## src/rtl/alu_seq_pkg.sv

```systemverilog
`default_nettype none
// ============================================================================
// Module   : alu_seq_pkg
// Brief    : Opcodes, FSM state encoding and constants for the ADD/SUB sequencer
// Revision : 1.0  initial release
// ============================================================================
package alu_seq_pkg;

    localparam logic [2:0] OP_NOP  = 3'd0;
    localparam logic [2:0] OP_ADD  = 3'd1;
    localparam logic [2:0] OP_SUB  = 3'd2;
    localparam logic [2:0] OP_LDA  = 3'd3;
    localparam logic [2:0] OP_STA  = 3'd4;
    localparam logic [2:0] OP_MUL  = 3'd5;
    localparam logic [2:0] OP_CLRC = 3'd6;
    localparam logic [2:0] OP_RSVD = 3'd7;

    typedef enum logic [2:0] {
        ST_IDLE = 3'd0,
        ST_READ = 3'd1,
        ST_EXEC = 3'd2,
        ST_MUL  = 3'd3,
        ST_DONE = 3'd4
    } state_t;

    localparam int MUL_ITERS = 8;

endpackage
`default_nettype wire

```

## src/rtl/alu_seq_mul_iter.sv

```systemverilog
`default_nettype none
// ============================================================================
// Module   : alu_seq_mul_iter
// Brief    : Shift-and-add multiply iteration state; the adder lives outside
// Revision : 1.0  initial release
// ============================================================================
module alu_seq_mul_iter
    import alu_seq_pkg::*;
#(
    parameter int DATA_W = 8
) (
    input  logic              clk,
    input  logic              rst,
    input  logic              start,
    input  logic              step,
    input  logic [DATA_W-1:0] mcand_init,
    input  logic [DATA_W-1:0] mplier_init,
    input  logic [DATA_W-1:0] alu_result,
    input  logic              alu_carry,
    output logic [DATA_W-1:0] prod,
    output logic [DATA_W-1:0] mcand,
    output logic              last,
    output logic [DATA_W-1:0] prod_final,
    output logic              ovf_final
);

    localparam int CNT_W = $clog2(MUL_ITERS);

    logic [DATA_W-1:0] r_prod;
    logic [DATA_W-1:0] r_mcand;
    logic [DATA_W-1:0] r_mplier;
    logic [CNT_W-1:0]  r_cnt;
    logic              r_ovf;
    logic              r_mhi;
    logic              w_add;

    assign w_add      = r_mplier[0];
    assign prod       = r_prod;
    assign mcand      = r_mcand;
    assign last       = (r_cnt == CNT_W'(MUL_ITERS - 1));
    // Values this iteration commits; the FSM also captures them on the last step.
    assign prod_final = w_add ? alu_result : r_prod;
    assign ovf_final  = r_ovf | (w_add & (alu_carry | r_mhi));

    always_ff @(posedge clk or posedge rst) begin
        if (rst) begin
            r_prod   <= '0;
            r_mcand  <= '0;
            r_mplier <= '0;
            r_cnt    <= '0;
            r_ovf    <= 1'b0;
            r_mhi    <= 1'b0;
        end else if (start) begin
            r_prod   <= '0;
            r_mcand  <= mcand_init;
            r_mplier <= mplier_init;
            r_cnt    <= '0;
            r_ovf    <= 1'b0;
            r_mhi    <= 1'b0;
        end else if (step) begin
            r_prod   <= prod_final;
            r_ovf    <= ovf_final;
            r_mcand  <= r_mcand << 1;
            r_mhi    <= r_mhi | r_mcand[DATA_W-1];
            r_mplier <= r_mplier >> 1;
            r_cnt    <= r_cnt + 1'b1;
        end
    end

endmodule
`default_nettype wire

```

## src/rtl/alu_seq_ctrl.sv

```systemverilog
`default_nettype none
// ============================================================================
// Module   : alu_seq_ctrl
// Brief    : Multi-cycle sequencer owning acc/carry around an external add/sub unit
// Revision : 1.0  initial release
// ============================================================================
module alu_seq_ctrl
    import alu_seq_pkg::*;
#(
    parameter int DATA_W = 8,
    parameter int RF_AW  = 4
) (
    input  logic              clk,
    input  logic              rst,
    input  logic              cmd_valid,
    output logic              cmd_ready,
    input  logic [2:0]        cmd_op,
    input  logic [RF_AW-1:0]  cmd_addr,
    output logic [RF_AW-1:0]  rf_raddr,
    input  logic [DATA_W-1:0] rf_rdata,
    output logic              rf_we,
    output logic [RF_AW-1:0]  rf_waddr,
    output logic [DATA_W-1:0] rf_wdata,
    output logic              alu_op_select,
    output logic [DATA_W-1:0] alu_operand,
    output logic [DATA_W-1:0] alu_acc_in,
    input  logic [DATA_W-1:0] alu_result,
    input  logic              alu_carry,
    output logic [DATA_W-1:0] acc,
    output logic              carry,
    output logic              busy,
    output logic              done,
    output logic              err
);

    state_t            r_state;
    state_t            w_next;
    logic [2:0]        r_op;
    logic [RF_AW-1:0]  r_addr;
    logic [DATA_W-1:0] r_b;
    logic [DATA_W-1:0] r_acc;
    logic              r_carry;

    logic              w_accept;
    logic              w_mul_start;
    logic              w_mul_step;
    logic              w_mul_last;
    logic [DATA_W-1:0] w_prod;
    logic [DATA_W-1:0] w_mcand;
    logic [DATA_W-1:0] w_prod_final;
    logic              w_ovf_final;

    assign cmd_ready   = (r_state == ST_IDLE) && !rst;
    assign w_accept    = cmd_valid && cmd_ready;
    assign busy        = (r_state != ST_IDLE);
    assign done        = (r_state == ST_DONE);
    assign err         = done && (r_op == OP_RSVD);
    assign rf_raddr    = r_addr;
    assign rf_waddr    = r_addr;
    assign rf_wdata    = r_acc;
    assign rf_we       = (r_state == ST_EXEC) && (r_op == OP_STA) && !rst;
    assign acc         = r_acc;
    assign carry       = r_carry;
    assign w_mul_start = (r_state == ST_EXEC) && (r_op == OP_MUL);
    assign w_mul_step  = (r_state == ST_MUL);

    alu_seq_mul_iter #(
        .DATA_W (DATA_W)
    ) u_mul_iter (
        .clk         (clk),
        .rst         (rst),
        .start       (w_mul_start),
        .step        (w_mul_step),
        .mcand_init  (r_acc),
        .mplier_init (r_b),
        .alu_result  (alu_result),
        .alu_carry   (alu_carry),
        .prod        (w_prod),
        .mcand       (w_mcand),
        .last        (w_mul_last),
        .prod_final  (w_prod_final),
        .ovf_final   (w_ovf_final)
    );

    always_ff @(posedge clk or posedge rst) begin
        if (rst) begin
            r_state <= ST_IDLE;
        end else begin
            r_state <= w_next;
        end
    end

    always_comb begin
        w_next        = r_state;
        alu_op_select = 1'b0;
        alu_operand   = '0;
        alu_acc_in    = r_acc;
        case (r_state)
            ST_IDLE: if (w_accept) w_next = ST_READ;
            ST_READ: w_next = ST_EXEC;
            ST_EXEC: begin
                if ((r_op == OP_ADD) || (r_op == OP_SUB)) begin
                    alu_operand   = r_b;
                    alu_op_select = (r_op == OP_SUB);
                end
                w_next = (r_op == OP_MUL) ? ST_MUL : ST_DONE;
            end
            ST_MUL: begin
                alu_acc_in  = w_prod;
                alu_operand = w_mcand;
                if (w_mul_last) w_next = ST_DONE;
            end
            ST_DONE: w_next = ST_IDLE;
            default: w_next = ST_IDLE;
        endcase
    end

    // Architectural state moves only on the EXEC edge or the final MUL edge.
    always_ff @(posedge clk or posedge rst) begin
        if (rst) begin
            r_op    <= OP_NOP;
            r_addr  <= '0;
            r_b     <= '0;
            r_acc   <= '0;
            r_carry <= 1'b0;
        end else begin
            if (w_accept) begin
                r_op   <= cmd_op;
                r_addr <= cmd_addr;
            end
            if (r_state == ST_READ) begin
                r_b <= rf_rdata;
            end
            if (r_state == ST_EXEC) begin
                case (r_op)
                    OP_ADD, OP_SUB: begin
                        r_acc   <= alu_result;
                        r_carry <= alu_carry;
                    end
                    OP_LDA:  r_acc   <= r_b;
                    OP_CLRC: r_carry <= 1'b0;
                    OP_NOP:  ;
                    default: ;
                endcase
            end
            if ((r_state == ST_MUL) && w_mul_last) begin
                r_acc   <= w_prod_final;
                r_carry <= w_ovf_final;
            end
        end
    end

endmodule
`default_nettype wire

```

## config.mk

```make
export PLATFORM = sky130hd
export DESIGN_NAME = alu_seq_ctrl
export DESIGN_NICKNAME = d
export VERILOG_FILES = /design/src/rtl/alu_seq_pkg.sv /design/src/rtl/alu_seq_mul_iter.sv /design/src/rtl/alu_seq_ctrl.sv
export SDC_FILE = /design/constraint.sdc
export NUM_CORES = 1
export LEC_CHECK = 0
export ABC_AREA = 1
export CAP_MARGIN = 20
export CORE_MARGIN = 3
export CORE_UTILIZATION = 45
export DETAILED_ROUTE_END_ITERATION = 16
export PLACE_DENSITY = 0.73
export SLEW_MARGIN = 5
export SYNTH_ARGS = -nofsm -noshare
export SYNTH_HDL_FRONTEND = slang
export SYNTH_SLANG_ARGS = --single-unit
```

## constraint.sdc

```tcl
create_clock -name clk -period 7.2 [get_ports clk]
set_input_delay 1.8 -clock clk [delete_from_list [all_inputs] [get_ports clk]]
set_output_delay 1.8 -clock clk [all_outputs]
set_load 0.005 [all_outputs]
```

== Yosys cells after proc, flatten, opt, wreduce, memory -nomap -nowiden ==
Index checks and enable logic that the tools add are counted.
Widths: inputs -> output; s select.

* Output and inout bits: 47
* Bits of input ports: 27
* Register bits after elaboration: 56
* Word-level logic and storage cells: 78

* Reductions and logical operators: 19
* Add/sub/neg operators: 1
* Multiplexer cells: 28
* Eq/ne operators: 14
* Bitwise logic cells: 4

{| class="wikitable"
|+ Operators by type and width
! cell !! count
|-
| $mux 8 || 11
|-
| $pmux 8 s2 || 2
|-
| $eq 3x3->1 const B || 6
|-
| $mux 3 || 5
|-
| $eq 3x2->1 const B || 4
|-
| $pmux 3 s4 || 1
|-
| $reduce_bool 3->1 || 3
|-
| $mux 1 || 8
|-
| $logic_and 1x1->1 || 7
|-
| $eq 3x1->1 const B || 2
|-
| $reduce_and 2->1 || 3
|-
| $ne 2x2->1 const B || 2
|-
| $reduce_bool 2->1 || 2
|-
| $add 3x1->3 const B || 1
|-
| $logic_not 3->1 || 1
|-
| $or 1x1->1 || 3
|-
| $pmux 1 s2 || 1
|-
| $reduce_or 2->1 || 1
|-
| $and 1x1->1 || 1
|-
| $logic_not 1->1 || 1
|-
| $logic_or 1x1->1 || 1
|}

== Depth between registers and ports, before layout ==
Gate-level depths: netlist of run 1.

* Word-level depth: 5
* Depth in mapped cells: 9
* Mapped depth without buffers: 8

== Cells and area by module ==
A second synthesis of run 1 with hierarchy kept.

* Cell total of the unflattened synthesis: 428
* Area, all modules: 3193.1 sq um

{| class="wikitable"
|+ By module, submodules not included
! module !! cells each !! times used !! area each (sq um) !! sequential area each (sq um)
|-
| alu_seq_ctrl || 238 || 1 || 1762.9 || 675.6
|-
| alu_seq_mul_iter || 190 || 1 || 1430.1 || 725.7
|}

== Least setup slack after synthesis of run 1 ==
OpenSTA, ideal clock, no wires.

* Kind: input -> output
* Start: input rst
* End: output rf_we
* Arrival time: 3.291 ns
* Data required time: 5.400 ns
* Buffers on the path: 0
* Cell stages on the path: 3
* Slack: 2.109 ns
* Cells stage by stage: inv_1 -> nand3_1 -> nor2_1

* Longest elaborated chain between the ends: 2

{| class="wikitable"
|+ Ends and longest elaborated chain
! element !! line !! text
|-
| from (decl) || alu_seq_ctrl.sv:14 || <nowiki>input logic rst,</nowiki>
|-
| $logic_not 1->1 (no line) || - ||
|-
| $logic_and 1x1->1 || alu_seq_ctrl.sv:61 || <nowiki>assign rf_we = (r_state == ST_EXEC) && (r_op == OP_STA) && !rst;</nowiki>
|-
| to (decl) || alu_seq_ctrl.sv:21 || <nowiki>output logic rf_we,</nowiki>
|}

No other way between the ends.

== Worst setup path in the final report of run 1 ==
Ends and elaborated chain as after synthesis.

==> results.yml, run 1 <==
worst_setup_path:
  start_kind: "input port"
  crit_fanout: 4
  cp-end-kind: "primary output"
  critPathRequiredTime_ns: 5.40
  critPathKind: "input port to primary output"
  reg2reg_depth: 7
  crit_arrival_ns: 3.09
die:
  coreArea_um2: 6490
  die_w_um: 88.6
  ios: 74
  die_h_um: 88.6
  dieArea_um2: 7840
  initial_core_util_pct: 47.2
  num_rows: 29
placed_design:
  dp_cells: 540
  gp_congestion: 0.834
  dpl_cell_area_um2: 3700
  dp_hpwl_um: 5670
  portBuffers: 73
global_routing:
  grt_start_max_net_pins: 57
  grt_pass1_wl_um: 13500
  antenna_found_initial: 0
  grt_pass1_vias: 2746
  gr-total-overflow: 0
  grt_usage_pct: 22.6
timing:
  fin_setup_tns_ns: 0
  worstMarginPinSlew_ns: 0.720
  min_period_ns: 4.89
  hold_slack_ns: 0.485
  rsz0062_at_grt: "no"
  max_freq_mhz: 204
  finalCritPeriodShare_pct: 67.9
  maxSlewHeadroom_pct: 51.9
  hold_viol: 0
  setup_viol: 0
  drv_slew: 0
  fin_skew_ns: 0.00561
worst_hold_path:
  hold_class: "flop to flop"
  worstHoldPathCells: 2
route:
  post-route-drc-count: 0
  drt-pass1-iter-count: 4
  drt-wirelength-per-cell_um: 14.9
  routed_via_density: 5.19
  antenna_left: 0
  vias: 2845
  drt_iter0_drc: 227
  routed_wl_um: 8190
final_layout:
  final_area_um2: 3830
  drive_gt1_share_pct: 4.46
  area_growth_pct: 24.8
  final_cell_mix: "nand2_1, clkdlybuf4s50_1, dfrtp_1, inv_1, o21ai_0"
  fin_nets: 499
  final_common_cell: "nand2_1"
  diodes: 0
  stdcell_count: 548
power_and_ir_drop:
  ir_worst_vdd_mv: 0.177
  power_density_nw_per_um2: 394
  p_leak_nw: 1.83
synth:
  ys_warn_count: 0
  netlist_instances: 419
  synthDistinctLibCells: 23
  synth_top_area_share_pct: 45.7
  synth_area_leaders: "dfrtp_1, nand2_1, o21ai_0, nand3_1, inv_1"
  syn_avg_cell_area_um2: 7.32
  synth-seq-area-share_pct: 45.7
  syn-cell-area_um2: 3070
  synth_area_leader_cell: "dfrtp_1"
  ys_seq_elements: 56
  synth_nets: 448
clocking:
  cts_tree: "built"
  cts_resized: 0
  clk_pin_slew_worst_paths_ns: 0.09
  cts.htree.levels: 2
  hold_buffers: 0
  clock_path_buffers: 2
  cts_root_buffer: "clkbuf_8"
  clk_latency_ns: 0.31
  clock_sinks: 56
  numCtsBuffers: 5
  cts_setup_buffers: 0
status:
  run_status: "finished, final reports clean"
flow_run:
  max_cap_viol_count: 0
==> cells by family (layout without fill, tap and decap cells) <==
logic type               Yosys count  after routing  share of synthesized area [%]
flip-flops                        56             56                           45.7
adder cells (fa/ha/maj)            2              2                          0.816
AND/OR/NAND/NOR                  218            218                           30.3
AO/OA/AOI/OAI                     61             61                           10.0
XOR/XNOR                           1              1                          0.286
buffers and inverters             81            133                           12.9
==> state kept, by name, indices dropped and copies added (netlist names) <==
signal	flops
rf_raddr	4
acc	8
u_mul_iter.prod	8
u_mul_iter.r_mplier	8
u_mul_iter.r_ovf	1
r_b	8
u_mul_iter.r_cnt	3
r_op	3
carry	1
r_state	3
u_mul_iter.mcand	8
u_mul_iter.r_mhi	1
==> final cells by class <==
cell class	count	area, um2
clock buffers	7	96.3
clock inverters	1	30.0
fillers	609	2670
inverters	50	188
multi-input cells	282	1270
flip-flops and latches	56	1400
well taps	77	96.3
repair buffers	75	746
==> per-layer routing <==
metal,routed length [um],track usage (%),up-vias
met5,0,0,-
met4,72,6.87,0
met3,509,4.10,6
met2,4030,36.6,92
met1,3570,31.0,1346
li1,-,-,1401
==> Yosys cell counts <==
master and n:
clkbuf_1 3, o21ai_0 48, nor2_1 23, buf_2 8
dfrtp_1 56, o211ai_1 1, ha_1 2, nand4_1 2
nand2_2 1, nand2_1 140, nor3_1 3, buf_4 18
nand3_1 41, nor2_2 3, inv_2 1, inv_1 49
xor2_1 1, a21oi_1 10, nand3_2 2, buf_6 2
nor3_4 1, nor2_4 2, o21ai_1 2
==> worst max-delay path: stages <==
cell and delay (ns):
clkdlybuf4s50_1 0.51, inv_2 0.10, nand3_1 0.07, nor2_1 0.10
clkdlybuf4s50_1 0.51
==> stage by stage <==
| stage | worst slack [ns] | utilization [%] | power (mW) |
|---|---|---|---|
| floorplan | 2.11 | - | 0.984 |
| global placement | 2.34 | 57.0 | 1.26 |
| detailed placement | 2.30 | 57.0 | 1.29 |
| CTS | 2.30 | 58.9 | 1.52 |
| global route | 2.23 | 58.9 | 1.64 |
| finish | 2.31 | 58.9 | 1.51 |
==> worst paths after layout <==
check / startpoint / end / slack (ns)
max: rst / rf_we / 2.31
min: u_mul_iter.prod[2]$_DFFE_PP0P_ / u_mul_iter.prod[2]$_DFFE_PP0P_ / 0.48
max reg2reg: r_state[2]$_DFFE_PP0P_ / carry$_DFFE_PP0P_ / 5.11
min reg2reg: u_mul_iter.prod[2]$_DFFE_PP0P_ / u_mul_iter.prod[2]$_DFFE_PP0P_ / 0.48
max in group asynchronous: rst / r_op[1]$_DFFE_PP0P_ / 4.57
min in group asynchronous: rst / r_op[2]$_DFFE_PP0P_ / 2.14
==> where the power goes <==
group / leakage [nW] / total, mW / internal [mW] / switching [mW]
registers: 0.702 / 0.582 / 0.448 / 0.135
logic: 1.06 / 0.702 / 0.340 / 0.362
clock network: 0.0645 / 0.223 / 0.123 / 0.100
total: 1.83 / 1.51 / 0.910 / 0.598
No activity file was read; power rests on OpenSTA's default activity.
==> run 2, diff against run 1 <==
- PLACE_DENSITY: 0.73 -> 0.75
- clock period: 7.2 -> 4.4 ns (I/O delays scaled with it)
==> run 2 against run 1 <==
Setup slack got worse by 1.5 ns. Non-clock buffer count did not move. Utilization fell by 0.75 points. Clock skew rose by 0.0054 ns. Critical path type is now flop to primary output. Critical endpoint is now alu_acc_in[5]. Largest power group unchanged. Highest routed layer unchanged.
==> results.yml, run 2 (synthesis results as in run 1) <==
timing:
  fin_setup_tns_ns: 0
  setup_viol: 0
  hold_slack_ns: 0.484
  maxSlewHeadroom_pct: 51.9
  hold_viol: 0
  finalCritPeriodShare_pct: 80.7
  worstMarginPinSlew_ns: 0.722
  rsz0062_at_grt: "no"
  min_period_ns: 3.55
  fin_skew_ns: 0.0110
  drv_slew: 0
  max_freq_mhz: 281
final_layout:
  final_area_um2: 3780
  fin_nets: 499
  final_common_cell: "nand2_1"
  final_cell_mix: "nand2_1, clkdlybuf4s50_1, dfrtp_1, inv_1, o21ai_0"
  area_growth_pct: 23.2
  stdcell_count: 547
  drive_gt1_share_pct: 4.04
  diodes: 0
power_and_ir_drop:
  ir_worst_vdd_mv: 0.292
  power_density_nw_per_um2: 625
  total_power_mw: 2.36
  p_leak_nw: 1.81
placed_design:
  portBuffers: 73
  dp_hpwl_um: 5410
  gp_congestion: 0.822
  dpl_cell_area_um2: 3700
  dp_cells: 540
flow_run:
  max_cap_viol_count: 0
route:
  routed_via_density: 5.20
  drt-wirelength-per-cell_um: 14.3
  drt-pass1-iter-count: 4
  routed_wl_um: 7820
  vias: 2844
  antenna_left: 0
  post-route-drc-count: 0
  drt_iter0_drc: 149
global_routing:
  grt_pass1_wl_um: 12700
  grt_pass1_vias: 2628
  gr-total-overflow: 0
  grt_start_max_net_pins: 57
  grt_usage_pct: 20.9
  antenna_found_initial: 0
clocking:
  clk_latency_ns: 0.31
  hold_buffers: 0
  cts_setup_buffers: 0
  cts_resized: 0
  cts_root_buffer: "clkbuf_8"
  clock_path_buffers: 2
  cts.htree.levels: 2
  cts_tree: "built"
  clk_pin_slew_worst_paths_ns: 0.10
  clock_sinks: 56
  numCtsBuffers: 5
die:
  initial_core_util_pct: 47.2
  ios: 74
  coreArea_um2: 6490
  num_rows: 29
  dieArea_um2: 7840
  die_w_um: 88.6
  die_h_um: 88.6
worst_setup_path:
  cp-end-kind: "primary output"
  crit_fanout: 34
  crit_arrival_ns: 2.45
  critPathKind: "flop to primary output"
  critPathRequiredTime_ns: 3.30
  start_kind: "flop"
worst_hold_path:
  hold_class: "flop to flop"
status:
  run_status: "finished, final reports clean"
==> run 2: cell types whose count changed in the layout (fill, tap and decap cells not counted), sizes merged <==
cell	change
clkinv	+1
bufinv	-1
clkbuf	-1
==> run 2: report_power, final <==
part / switching [mW] / total (mW) / internal, mW
clock: 0.164 / 0.272 / 0.109
combinational: 0.581 / 1.14 / 0.555
sequential: 0.220 / 0.952 / 0.732
==> run 2: per-layer routing <==
| metal | wire length (um) | up-vias | global-route usage [%] |
|---|---|---|---|
| met1 | 3480 | 1336 | 29.4 |
| met3 | 537 | 7 | 4.56 |
| met4 | 61 | 0 | 4.40 |
| met5 | 0 | - | 0 |
| li1 | - | 1401 | - |
| met2 | 3740 | 100 | 33.6 |
==> run 2: worst paths after layout <==
kind                                           startpoint                            endpoint  slack (ns)  cells past startpoint
min reg2reg                u_mul_iter.prod[4]$_DFFE_PP0P_      u_mul_iter.prod[4]$_DFFE_PP0P_        0.48                      2
max reg2reg                        r_state[2]$_DFFE_PP0P_                  acc[7]$_DFFE_PP0P_        2.29                      6
max in group asynchronous                             rst  u_mul_iter.r_mplier[1]$_DFFE_PP0P_        2.47                      3
min in group asynchronous                             rst                 r_op[2]$_DFFE_PP0P_        1.45                      3
max                                r_state[2]$_DFFE_PP0P_                       alu_acc_in[5]        0.85                      4
min                        u_mul_iter.prod[4]$_DFFE_PP0P_      u_mul_iter.prod[4]$_DFFE_PP0P_        0.48                      2
==> run 2: final cells by class <==
cell class                 count  area (um2)
timing repair buffer          75         746
tap                           77        96.3
inverter                      50         188
clock inverter                 1        5.00
multi-input combinational    282        1270
clock buffer                   6        72.6
fill                         603        2720
sequential                    56        1400
==> run 2: critical path, cell delays in order, from the launching register on <==
cell             delay [ns]
dfrtp_1                0.47
inv_1                  0.14
nand3_2                0.53
o21ai_0                0.44
clkdlybuf4s50_1        0.56
==> run 2: through the flow <==
stage	setup slack [ns]	util, %
floorplan	0.709	-
global placement	0.937	57.0
detailed placement	0.923	57.0
CTS	0.865	58.2
global route	0.661	58.2
finish	0.847	58.2
